==> src/rtl/polar_encoder_seq.sv <==
// Sequential polar encoder: loads K information bits into non-frozen slots, runs log2(N)
// butterfly stages in place, then presents the codeword. Build option: POLAR_ENC_BITREV_EN.
module polar_encoder_seq #(
   parameter int             N           = 8,
   parameter int             K           = 4,
   parameter logic [N-1:0]   FROZEN_MASK = 8'b0001_0111
) (
   input  logic         clk,
   input  logic         rst_n,
   input  logic         clear,
   input  logic         in_valid,
   input  logic         in_bit,
   output logic         in_ready,
   output logic         cw_valid,
   input  logic         cw_ready,
   output logic [N-1:0] cw_data,
   output logic         busy
);

   localparam int LOGN = $clog2(N);
   localparam int CW   = $clog2(K + 1);

   typedef enum logic [1:0] {
      IDLE   = 2'd0,
      LOAD   = 2'd1,
      ENCODE = 2'd2,
      OUT    = 2'd3
   } state_t;

   state_t            state_q, state_d;
   logic [N-1:0]      u_q, u_d;
   logic [CW-1:0]     cnt_q, cnt_d;
   logic [LOGN-1:0]   stage_q, stage_d;
   logic              in_ready_q, in_ready_d;
   logic              cw_valid_q, cw_valid_d;
   logic              busy_q, busy_d;
   logic [N-1:0]      cw_data_q, cw_data_d;

   // One-hot mask of the k-th non-frozen position, counting up from index 0.
   function automatic logic [N-1:0] info_slot(input logic [CW-1:0] k);
      logic [N-1:0] m;
      int           cnt;
      m   = '0;
      cnt = 0;
      for (int i = 0; i < N; i++) begin
         if (!FROZEN_MASK[i]) begin
            if (cnt == int'(k)) begin
               m[i] = 1'b1;
            end else begin
               m[i] = 1'b0;
            end
            cnt++;
         end else begin
            m[i] = 1'b0;
         end
      end
      return m;
   endfunction

   // One in-place butterfly stage: every index with bit s clear absorbs its partner i+2^s.
   function automatic logic [N-1:0] butterfly(input logic [N-1:0] u, input logic [LOGN-1:0] s);
      logic [N-1:0] r;
      r = u;
      for (int i = 0; i < N; i++) begin
         if (((i >> s) & 1) == 0) begin
            r[i] = u[i] ^ u[i + (1 << s)];
         end else begin
            r[i] = u[i];
         end
      end
      return r;
   endfunction

   function automatic logic [N-1:0] out_order(input logic [N-1:0] x);
`ifdef POLAR_ENC_BITREV_EN
      logic [N-1:0]    r;
      logic [LOGN-1:0] jv;
      logic [LOGN-1:0] rv;
      r = '0;
      for (int j = 0; j < N; j++) begin
         jv = LOGN'(j);
         for (int b = 0; b < LOGN; b++) begin
            rv[b] = jv[LOGN-1-b];
         end
         r[j] = x[rv];
      end
      return r;
`else
      return x;
`endif
   endfunction

   // Next-state and next-output logic; clear wins over every handshake.
   always_comb begin
      state_d = state_q;
      u_d     = u_q;
      cnt_d   = cnt_q;
      stage_d = stage_q;
      if (clear) begin
         state_d = IDLE;
         u_d     = '0;
         cnt_d   = '0;
         stage_d = '0;
      end else begin
         case (state_q)
            IDLE: begin
               u_d     = '0;
               cnt_d   = '0;
               stage_d = '0;
               state_d = LOAD;
            end
            LOAD: begin
               if (in_valid) begin
                  u_d = (u_q & ~info_slot(cnt_q)) | (info_slot(cnt_q) & {N{in_bit}});
                  if (cnt_q == CW'(K - 1)) begin
                     cnt_d   = '0;
                     stage_d = '0;
                     state_d = ENCODE;
                  end else begin
                     cnt_d = cnt_q + CW'(1);
                  end
               end else begin
                  state_d = LOAD;
               end
            end
            ENCODE: begin
               u_d = butterfly(u_q, stage_q);
               if (stage_q == LOGN'(LOGN - 1)) begin
                  stage_d = '0;
                  state_d = OUT;
               end else begin
                  stage_d = stage_q + LOGN'(1);
               end
            end
            OUT: begin
               if (cw_ready) begin
                  state_d = IDLE;
               end else begin
                  state_d = OUT;
               end
            end
            default: begin
               state_d = IDLE;
               u_d     = '0;
               cnt_d   = '0;
               stage_d = '0;
            end
         endcase
      end
      in_ready_d = (state_d == LOAD);
      cw_valid_d = (state_d == OUT);
      busy_d     = (state_d != IDLE);
      if (state_d == OUT) begin
         cw_data_d = out_order(u_d);
      end else begin
         cw_data_d = '0;
      end
   end

   // State, working register and registered outputs.
   always_ff @(posedge clk or negedge rst_n) begin
      if (!rst_n) begin
         state_q    <= IDLE;
         u_q        <= '0;
         cnt_q      <= '0;
         stage_q    <= '0;
         in_ready_q <= 1'b0;
         cw_valid_q <= 1'b0;
         busy_q     <= 1'b0;
         cw_data_q  <= '0;
      end else begin
         state_q    <= state_d;
         u_q        <= u_d;
         cnt_q      <= cnt_d;
         stage_q    <= stage_d;
         in_ready_q <= in_ready_d;
         cw_valid_q <= cw_valid_d;
         busy_q     <= busy_d;
         cw_data_q  <= cw_data_d;
      end
   end

   assign in_ready = in_ready_q;
   assign cw_valid = cw_valid_q;
   assign busy     = busy_q;
   assign cw_data  = cw_data_q;

endmodule

==> config.mk <==
export PLATFORM = sky130hd
export DESIGN_NAME = polar_encoder_seq
export DESIGN_NICKNAME = d
export VERILOG_FILES = /design/src/rtl/polar_encoder_seq.sv
export SDC_FILE = /design/constraint.sdc
export NUM_CORES = 1
export LEC_CHECK = 0
export BUFFER_PORTS_ARGS = -buffer_cell sky130_fd_sc_hd__buf_2
export CORE_MARGIN = 1
export CORE_UTILIZATION = 62
export CTS_BUF_LIST = sky130_fd_sc_hd__clkbuf_4
export CTS_CLUSTER_DIAMETER = 100
export DETAILED_ROUTE_END_ITERATION = 8
export GPL_TIMING_DRIVEN = 0
export HOLD_SLACK_MARGIN = 0.05
export PLACE_DENSITY = 0.82
export SETUP_SLACK_MARGIN = 0.4
export SLEW_MARGIN = 20
export SYNTH_ARGS = -nofsm -noshare
export SYNTH_HDL_FRONTEND = slang
export SYNTH_SLANG_ARGS = --single-unit
==> constraint.sdc <==
create_clock -name clk -period 2.64 [get_ports clk]
set_input_delay 0.132 -clock clk [delete_from_list [all_inputs] [get_ports clk]]
set_output_delay 0.132 -clock clk [all_outputs]
set_load 0.01 [all_outputs]
==> summary.txt, run 1 <==
STA
  • Setup TNS: 0 ns
  • Slew Limit Fails: 0
  • Worst slew pin tran: 0.608 ns
  • Final hold viol count: 0
  • FMAX: 441 MHz
  • Min Tclk post-route: 2.27 ns
  • Slew HR: 59.5%
  • RSZ-0062 raised after global routing: true
  • Final cycle utilization of the critical path: 85.9%
  • Final setup fails: 0
  • Final worst slack: 0.372 ns
  • Setup Skew: 0.00403 ns

Placement
  • Area after DPL: 2250 um2
  • GP Congestion: 0.906
  • Worst slack, placed: 0.230 ns
  • I/O Buffers: 16
  • DPL Wire Length: 3420 um

Logic synthesis
  • Asr flop ratio synth: 100%
  • Synth top cells by count: dfrtp_1, nor2_1, nand2_1
  • Synth area leaders: dfrtp_1, ha_1, mux2i_1, nor2_1, nand2_1
  • Area leader, netlist: dfrtp_1
  • Post-synth EDFFs: 0
  • Top_reg_cell synth: dfrtp_1
  • Share of the synthesized area in the top cell type: 32.0%
  • Synth Register Bits: 27
  • Synthesized instance count: 233
  • Sequential element share of the synthesized area: 32.0%
  • Synthesized cell area: 2110 um2
  • Syn Nets: 253
  • Distinct cells, synth: 57
  • Count leader, synth: dfrtp_1
  • Yosys warns: 0
  • Mean Syn Cell Area: 9.08 um2

Worst setup path
  • Worst Path Buf+Inv: 6
  • Req. time, crit path: 2.91 ns
  • Crit Path Category: register to register
  • CP endpoint kind: register
  • Crit path launch type: register
  • Crit path max-delay family: buffers and inverters
  • Top cell by count, worst path: buf_6
  • Max stage delay on crit path: 0.51 ns
  • WP data arrival: 2.54 ns
  • CP max-delay cell: mux4_2
  • Crit path max fanout: 5
  • Critical-path cell list: buf_6 > inv_4 > ha_4 > buf_6 > nor2b_4 > buf_6 > mux4_2 > buf_4 > buf_6 > a21oi_4 > o21ai_2 > a21oi_1

Floorplan
  • Die width: 60.4 um
  • CORE AREA: 3150 um2
  • Die height: 60.4 um
  • Top Ports: 17
  • Core Rows: 20
  • Starting Density: 67.1%
  • Die ar.: 3650 um2

Global route
  • Grt ovf: 0
  • First-pass GRT wire length: 7860 um
  • Antenna violations before repair: 0
  • Global Route Usage Sum: 28.6%
  • Vias in the first global route: 1687
  • Maximum number of pins on one net before global-route repair: 28

Detailed routing
  • Routed vias/inst: 5.94
  • Remaining routing DRC violations: 0
  • 1st-pass router iterations: 4
  • Initial DRC count: 174
  • Antenna Nets Post-Route: 0
  • WL/cell: 15.9 um
  • DRT Wirelength: 4920 um
  • Vias after detailed routing: 1835

Pwr
  • VDD IR max: 0.230 mV
  • PD cells: 301 nW/um2
  • Lkg Pwr: 1.15 nW

Worst hold path
  • Hold Path Class: input pin to register

Final layout
  • Cell area after layout: 2470 um2
  • ANT cells: 0
  • Nets: 286
  • Fillers: 236
  • Final Util: 78.5%
  • Layout cells sized above 1: 26.4%
  • Layout Area Growth over Synthesis: 17.0%

CTS
  • H-tree levels: 1
  • CTS max path bufs: 2
  • Worst-Skew Late Latency: 0.33 ns
  • Worst-path clk slew: 0.16 ns
  • CTS tree: yes
  • CTS buffer count: 3
  • Clock tree sinks: 27
  • Root cell of the clock tree: clkbuf_4

Status
  • Status: finished, final reports clean

Run
  • Number of max-cap violations: 0
-- metal layers --
layer  global-route usage, %  part of all wire (%)
met1                    38.5                    45
met2                    47.9                    50
met3                    3.20                   3.8
met4                    9.97                   1.3
met5                       0                     0
-- final timing paths --
kind / cells past startpoint / to / start / slack, ns
hold / removal: 4 / state_q[1] / cw_ready / 0.17
hold reg to reg: 2 / cnt_q[1] / cnt_q[1] / 0.58
min in group asynchronous: 2 / stage_q[2] / rst_n / 0.31
setup / recovery: 12 / cw_data[4] / stage_q[1] / 0.37
max in group asynchronous: 2 / stage_q[0] / rst_n / 1.91
setup reg to reg: 12 / cw_data[4] / stage_q[1] / 0.37
-- through the flow --
step / power (mW) / hold slack (ns) / instances
4_1_cts: 0.739 / 0.170 / 306
2_1_floorplan: 0.515 / -0.164 / 233
3_3_place_gp: 0.548 / 0.166 / 293
5_1_grt: 0.776 / 0.176 / 309
3_5_place_dp: 0.550 / 0.171 / 293
6_report: 0.745 / 0.167 / 309
-- state kept, by name, indices dropped and copies added, names as in the netlist --
signal and cells:
u_q 8, state_q 2, cnt_q 3, cw_valid 1, cw_data 8, in_ready 1, stage_q 3, busy 1
-- layout by cell type, fill, tap and decap left out, types with 2 or more instances in the layout --
master / count
a211oi_1: 4
a211oi_2: 2
a21o_1: 4
a21oi_1: 12
a221oi_2: 2
a22oi_1: 2
a31oi_1: 3
buf_2: 18
buf_4: 12
buf_6: 4
clkbuf_1: 6
clkbuf_2: 2
clkbuf_4: 4
dfrtp_1: 26
ha_1: 12
ha_4: 2
inv_1: 14
mux2_2: 4
mux2i_1: 11
mux4_2: 3
nand2_1: 17
nand2b_1: 6
nand3_1: 3
nand3b_1: 6
nand4_1: 2
nor2_1: 21
nor2b_1: 7
nor3_1: 2
nor3b_1: 4
nor4_1: 2
o211ai_1: 5
o21ai_0: 3
o22ai_1: 4
-- layout make-up --
type | count | area [um2] | area share [%]
tap | 44 | 55.1 | 2.23
sequential | 27 | 677 | 27.4
buffer | 17 | 106 | 4.30
timing repair buffer | 28 | 189 | 7.64
multi-input combinational | 174 | 1360 | 54.9
clock buffer | 3 | 22.5 | 0.910
clock inverter | 1 | 7.51 | 0.303
inverter | 15 | 58.8 | 2.38
-- worst min-delay path: cells and delay by family --
| family | cells | cell delay (ns) |
|---|---|---|
| buffers and inverters | 1 | 0.07 |
| AND/OR/NAND/NOR | 2 | 0.14 |
| AO/OA/AOI/OAI | 1 | 0.11 |
-- kinds of logic (layout without fill, tap and decap cells) --
family	count (synthesis)	in the layout	share of synthesized area, %
AO/OA/AOI/OAI	57	57	19.6
buffers and inverters	32	64	7.16
adder cells (fa/ha/maj)	14	14	8.28
flip-flops	27	27	32.0
AND/OR/NAND/NOR	83	83	21.3
multiplexers	20	20	11.7
-- where the power goes --
part	switching (mW)	internal (mW)	leakage, nW
sequential	0.00659	0.422	0.369
combinational	0.0727	0.0502	0.763
clock	0.136	0.0579	0.0139
total	0.216	0.530	1.15
-- what timing repair did --
| action | CTS | global route |
|---|---|---|
| hold buffers | 1 | 0 |
| setup buffers | 8 | 3 |
| endpoints found under the setup margin | 12 | 14 |
| gates cloned | 0 | 0 |
| pin swaps | 3 | 4 |
| hold endpoints to repair | 27 | 0 |
| gates resized for setup | 6 | 16 |
(Power assumes the default switching activity.)
==> run 2: changes to the inputs <==
- PLACE_DENSITY: 0.82 -> unset
- PLACE_DENSITY_LB_ADDON: unset -> 0.08
==> run 2 against run 1 <==
Net effect:
- cell count grew 0.65%
- sequential share of layout area shrank 0.055 points
- largest cell class unchanged
- first-iteration DRC count shrank 26%
==> summary.txt, run 2 (synthesis results as in run 1) <==
Status
  • Status: finished, final reports clean

Worst setup path
  • Req. time, crit path: 2.87 ns
  • Crit path max fanout: 3
  • Crit Path Category: register to register
  • CP endpoint kind: register
  • Register-to-Register Path Depth: 8
  • Crit path launch type: register
  • WP data arrival: 2.48 ns

STA
  • Slew HR: 58.5%
  • Worst hold slack: 0.167 ns
  • Setup TNS: 0 ns
  • Worst slew pin tran: 0.622 ns
  • RSZ-0062 raised after global routing: true
  • Final cycle utilization of the critical path: 85.2%
  • Final hold viol count: 0
  • Min Tclk post-route: 2.25 ns
  • FMAX: 445 MHz
  • Setup Skew: 0.00488 ns
  • Final setup fails: 0
  • Slew Limit Fails: 0

Floorplan
  • Die ar.: 3650 um2
  • Die width: 60.4 um
  • Die height: 60.4 um
  • Starting Density: 67.1%
  • CORE AREA: 3150 um2
  • Core Rows: 20
  • Top Ports: 17

Global route
  • Antenna violations before repair: 0
  • Vias in the first global route: 1704
  • Maximum number of pins on one net before global-route repair: 28
  • Global Route Usage Sum: 29.3%
  • Grt ovf: 0
  • First-pass GRT wire length: 7910 um

Detailed routing
  • Routed vias/inst: 6.11
  • Initial DRC count: 129
  • Vias after detailed routing: 1900
  • 1st-pass router iterations: 4
  • Antenna Nets Post-Route: 0
  • Remaining routing DRC violations: 0
  • DRT Wirelength: 5050 um
  • WL/cell: 16.2 um

Final layout
  • Layout Area Growth over Synthesis: 17.2%
  • Fillers: 234
  • Layout cells sized above 1: 27.0%
  • Most frequent cells in the layout: dfrtp_1, nor2_1, buf_4, buf_2, nand2_1
  • Most common cell after layout, fill and taps aside: dfrtp_1
  • Nets: 288
  • ANT cells: 0
  • Sequential cell area: 677 um2
  • Area of the multi-input gates: 1360 um2
  • Cell area after layout: 2480 um2

Pwr
  • Sequential power share: 56.6%
  • Lkg Pwr: 1.15 nW
  • PD cells: 305 nW/um2
  • Combinational power share: 17.2%
  • Internal power: 0.534 mW
  • Sw Pwr: 0.221 mW
  • VDD IR max: 0.226 mV
  • Clock power frac: 26.2%
  • Net Sw Frac: 29.3%

Placement
  • DPL Wire Length: 3470 um
  • Area after DPL: 2250 um2
  • I/O Buffers: 16
  • GP Congestion: 0.922

Worst hold path
  • Hold Path Class: input pin to register
  • Hold depth: 4

CTS
  • Root cell of the clock tree: clkbuf_4
  • CTS tree: yes
  • CTS buffer count: 3
  • Worst-path clk slew: 0.16 ns
  • Worst-Skew Late Latency: 0.34 ns
  • Clock tree sinks: 27
  • CTS max path bufs: 2
  • H-tree levels: 1

Run
  • Number of max-cap violations: 0
==> run 2: cell count changes in the layout (fill, tap and decap cells not counted), sizes merged <==
cell and delta:
buf +3, clkbuf -1
==> run 2: path summary, 6_finish.rpt <==
path                             from         end  slack [ns]
max                        stage_q[1]  cw_data[5]        0.39
min                          cw_ready  state_q[1]        0.17
max reg2reg                stage_q[1]  cw_data[5]        0.39
min reg2reg                  cnt_q[1]    cnt_q[1]        0.58
max in group asynchronous       rst_n  stage_q[0]        1.89
min in group asynchronous       rst_n  stage_q[0]        0.32
==> run 2: area by class of cell <==
class,instances,share of cell area [%]
multi-input cells,174,54.8
flip-flops and latches,27,27.3
repair buffers,30,7.57
plain buffers,17,4.54
inverters,15,2.37
well taps,44,2.22
clock buffers,3,0.909
clock inverters,1,0.303
==> run 2: power by group through the flow <==
| stage | Combinational [mW] | Sequential [mW] | Clock, mW |
|---|---|---|---|
| after floorplan | 0.0787 | 0.436 | 0 |
| after CTS | 0.117 | 0.428 | 0.195 |
| final | 0.130 | 0.427 | 0.198 |
| after detailed placement | 0.115 | 0.436 | 0 |
| after global placement | 0.113 | 0.436 | 0 |
| after global routing | 0.143 | 0.428 | 0.205 |
==> run 2: metrics by stage <==
step	setup WS (ns)	power [mW]	util, %	instances
3_3_place_gp	0.261	0.549	71.5	293
5_1_grt	0.276	0.776	78.6	311
2_1_floorplan	0.407	0.515	-	233
3_5_place_dp	0.234	0.551	71.5	293
6_report	0.392	0.755	78.6	311
4_1_cts	0.398	0.740	75.4	306
==> run 2: routing by layer <==
layer,up-vias,share of wire (%),GRT usage [%]
li1,906,-,-
met2,65,50,50.1
met5,-,0,0
met4,0,2.7,13.3
met1,915,44,37.7
met3,14,3.7,2.77
==> run 2: repair_timing <==
| action | CTS | global route |
|---|---|---|
| setup buffers | 8 | 5 |
| hold buffers | 1 | 0 |
| hold endpoints to repair | 27 | 0 |
| resized for setup | 6 | 18 |
| endpoints found under the setup margin | 12 | 14 |
| pin swaps | 2 | 8 |
| cloned | 0 | 0 |
==> run 2: critical path, stage by stage, from the launching register on <==
cell	delay, ns
dfrtp_1	0.42
buf_6	0.13
buf_4	0.13
or3b_1	0.36
a211oi_2	0.22
mux2_4	0.32
a222oi_1	0.31
buf_4	0.19
nor3_2	0.04
==> run 3: changes to the inputs <==
- BUFFER_PORTS_ARGS: -buffer_cell sky130_fd_sc_hd__buf_2 -> -buffer_cell sky130_fd_sc_hd__buf_4
- CORE_UTILIZATION: 62 -> 60
==> run 3 against run 2 <==
Net effect:
- critical path depth is 2 higher
- sequential power hardly changed
- fmax is 0.47% lower
- clock power is 3% lower
- wire length is 3.4% lower
- largest power group unchanged
==> summary.txt, run 3 (synthesis results as in run 1) <==
Status
  • Status: finished, final reports clean

STA
  • Worst slew pin tran: 0.546 ns
  • RSZ-0062 raised after global routing: true
  • Min Tclk post-route: 2.26 ns
  • Worst hold slack: 0.179 ns
  • Final setup fails: 0
  • FMAX: 443 MHz
  • Setup Skew: 0.0163 ns
  • Final cycle utilization of the critical path: 85.6%
  • Slew HR: 63.4%
  • Slew Limit Fails: 0
  • Final hold viol count: 0
  • Setup TNS: 0 ns

Floorplan
  • Top Ports: 17
  • Core Rows: 21
  • Starting Density: 62.9%
  • Die height: 61.4 um
  • Die ar.: 3770 um2
  • CORE AREA: 3360 um2
  • Die width: 61.4 um

Detailed routing
  • WL/cell: 15.8 um
  • Routed vias/inst: 6.01
  • Antenna Nets Post-Route: 0
  • Remaining routing DRC violations: 0
  • 1st-pass router iterations: 4
  • Vias after detailed routing: 1856
  • Initial DRC count: 106
  • DRT Wirelength: 4880 um

Pwr
  • Sequential power share: 57.0%
  • PD cells: 300 nW/um2
  • Internal power: 0.534 mW
  • VDD IR max: 0.233 mV
  • Power after layout: 0.750 mW
  • Lkg Pwr: 1.14 nW
  • Net Sw Frac: 28.8%
  • Combinational power share: 17.2%
  • Clock power frac: 25.8%
  • Sw Pwr: 0.216 mW

Worst setup path
  • Req. time, crit path: 2.90 ns
  • CP endpoint kind: register
  • Crit path launch type: register
  • WP data arrival: 2.52 ns
  • Crit path max fanout: 5
  • Crit Path Category: register to register

CTS
  • Root cell of the clock tree: clkbuf_4
  • H-tree levels: 1
  • CTS max path bufs: 2
  • Worst-Skew Late Latency: 0.35 ns
  • Clock tree sinks: 27
  • CTS tree: yes
  • Worst-path clk slew: 0.16 ns
  • CTS buffer count: 3

Worst hold path
  • Hold Path Class: input pin to register

Global route
  • Global Route Usage Sum: 27.6%
  • Met3 Usage GRT: 3.78%
  • First-pass GRT wire length: 7620 um
  • Maximum number of pins on one net before global-route repair: 28
  • Met2 GRT Util: 47.5%
  • Grt ovf: 0
  • Vias in the first global route: 1719
  • Antenna violations before repair: 0
  • Top Usage Layer GRT: met2
  • Routing usage on met1: 33.8%

Final layout
  • Most common cell after layout, fill and taps aside: buf_4
  • Sequential cell area: 677 um2
  • Area of the multi-input gates: 1360 um2
  • Layout cells sized above 1: 25.9%
  • Most frequent cells in the layout: buf_4, dfrtp_1, nor2_1
  • Layout Area Growth over Synthesis: 18.1%
  • Final Util: 74.3%
  • Nets: 284
  • Fillers: 291
  • ANT cells: 0

Placement
  • DPL Wire Length: 3430 um
  • I/O Buffers: 16
  • GP Congestion: 0.887

Run
  • Number of max-cap violations: 0
run 3: stage by stage:
step	setup slack [ns]	area [um2]	instances
after floorplan	0.407	2120	233
after global placement	0.258	2300	295
after detailed placement	0.247	2300	295
after CTS	0.407	2400	305
after global routing	0.279	2500	309
final	0.381	2500	309
run 3: power by group through the flow:
| stage | logic [mW] | clock network (mW) | registers, mW |
|---|---|---|---|
| 2_1_floorplan | 0.0787 | 0 | 0.436 |
| 3_3_place_gp | 0.116 | 0 | 0.436 |
| 3_5_place_dp | 0.118 | 0 | 0.436 |
| 4_1_cts | 0.120 | 0.195 | 0.428 |
| 5_1_grt | 0.143 | 0.205 | 0.429 |
| 6_report | 0.129 | 0.193 | 0.428 |
run 3: critical path, cell delays in order (launching register included):
cell and delay [ns]:
dfrtp_1 0.43, buf_6 0.14, inv_4 0.06, ha_4 0.12
buf_6 0.09, nor2b_4 0.13, buf_6 0.13, mux4_2 0.54
nor3_2 0.19, nor3b_1 0.10, a221oi_2 0.25
run 3: area by class of cell:
| type | count | area share, % |
|---|---|---|
| clock inverters | 1 | 0.301 |
| plain buffers | 17 | 4.51 |
| inverters | 15 | 2.35 |
| flip-flops and latches | 27 | 27.1 |
| multi-input cells | 174 | 54.6 |
| repair buffers | 26 | 7.92 |
| well taps | 46 | 2.30 |
| clock buffers | 3 | 0.902 |
run 3: final timing paths:
path | start | end | slack, ns | cells past startpoint
max | stage_q[1] | cw_data[1] | 0.38 | 10
min | cw_ready | state_q[1] | 0.18 | 4
max reg2reg | stage_q[1] | cw_data[1] | 0.38 | 10
min reg2reg | cnt_q[2] | cnt_q[2] | 0.58 | 1
max in group asynchronous | rst_n | u_q[4] | 2.14 | 2
min in group asynchronous | rst_n | stage_q[1] | 0.21 | 2
run 3: per-layer routing:
layer	wire (um)	share of wire (%)
met1	2040	42
met2	2440	50
met3	257	5.3
met4	143	2.9
met5	0	0
run 3: repair_timing:
item,in CTS,in global routing
setup buffers,5,4
hold endpoints to repair,27,0
hold buffers,1,0
pin swaps,1,7
setup endpoints to repair,12,13
gates resized for setup,6,18
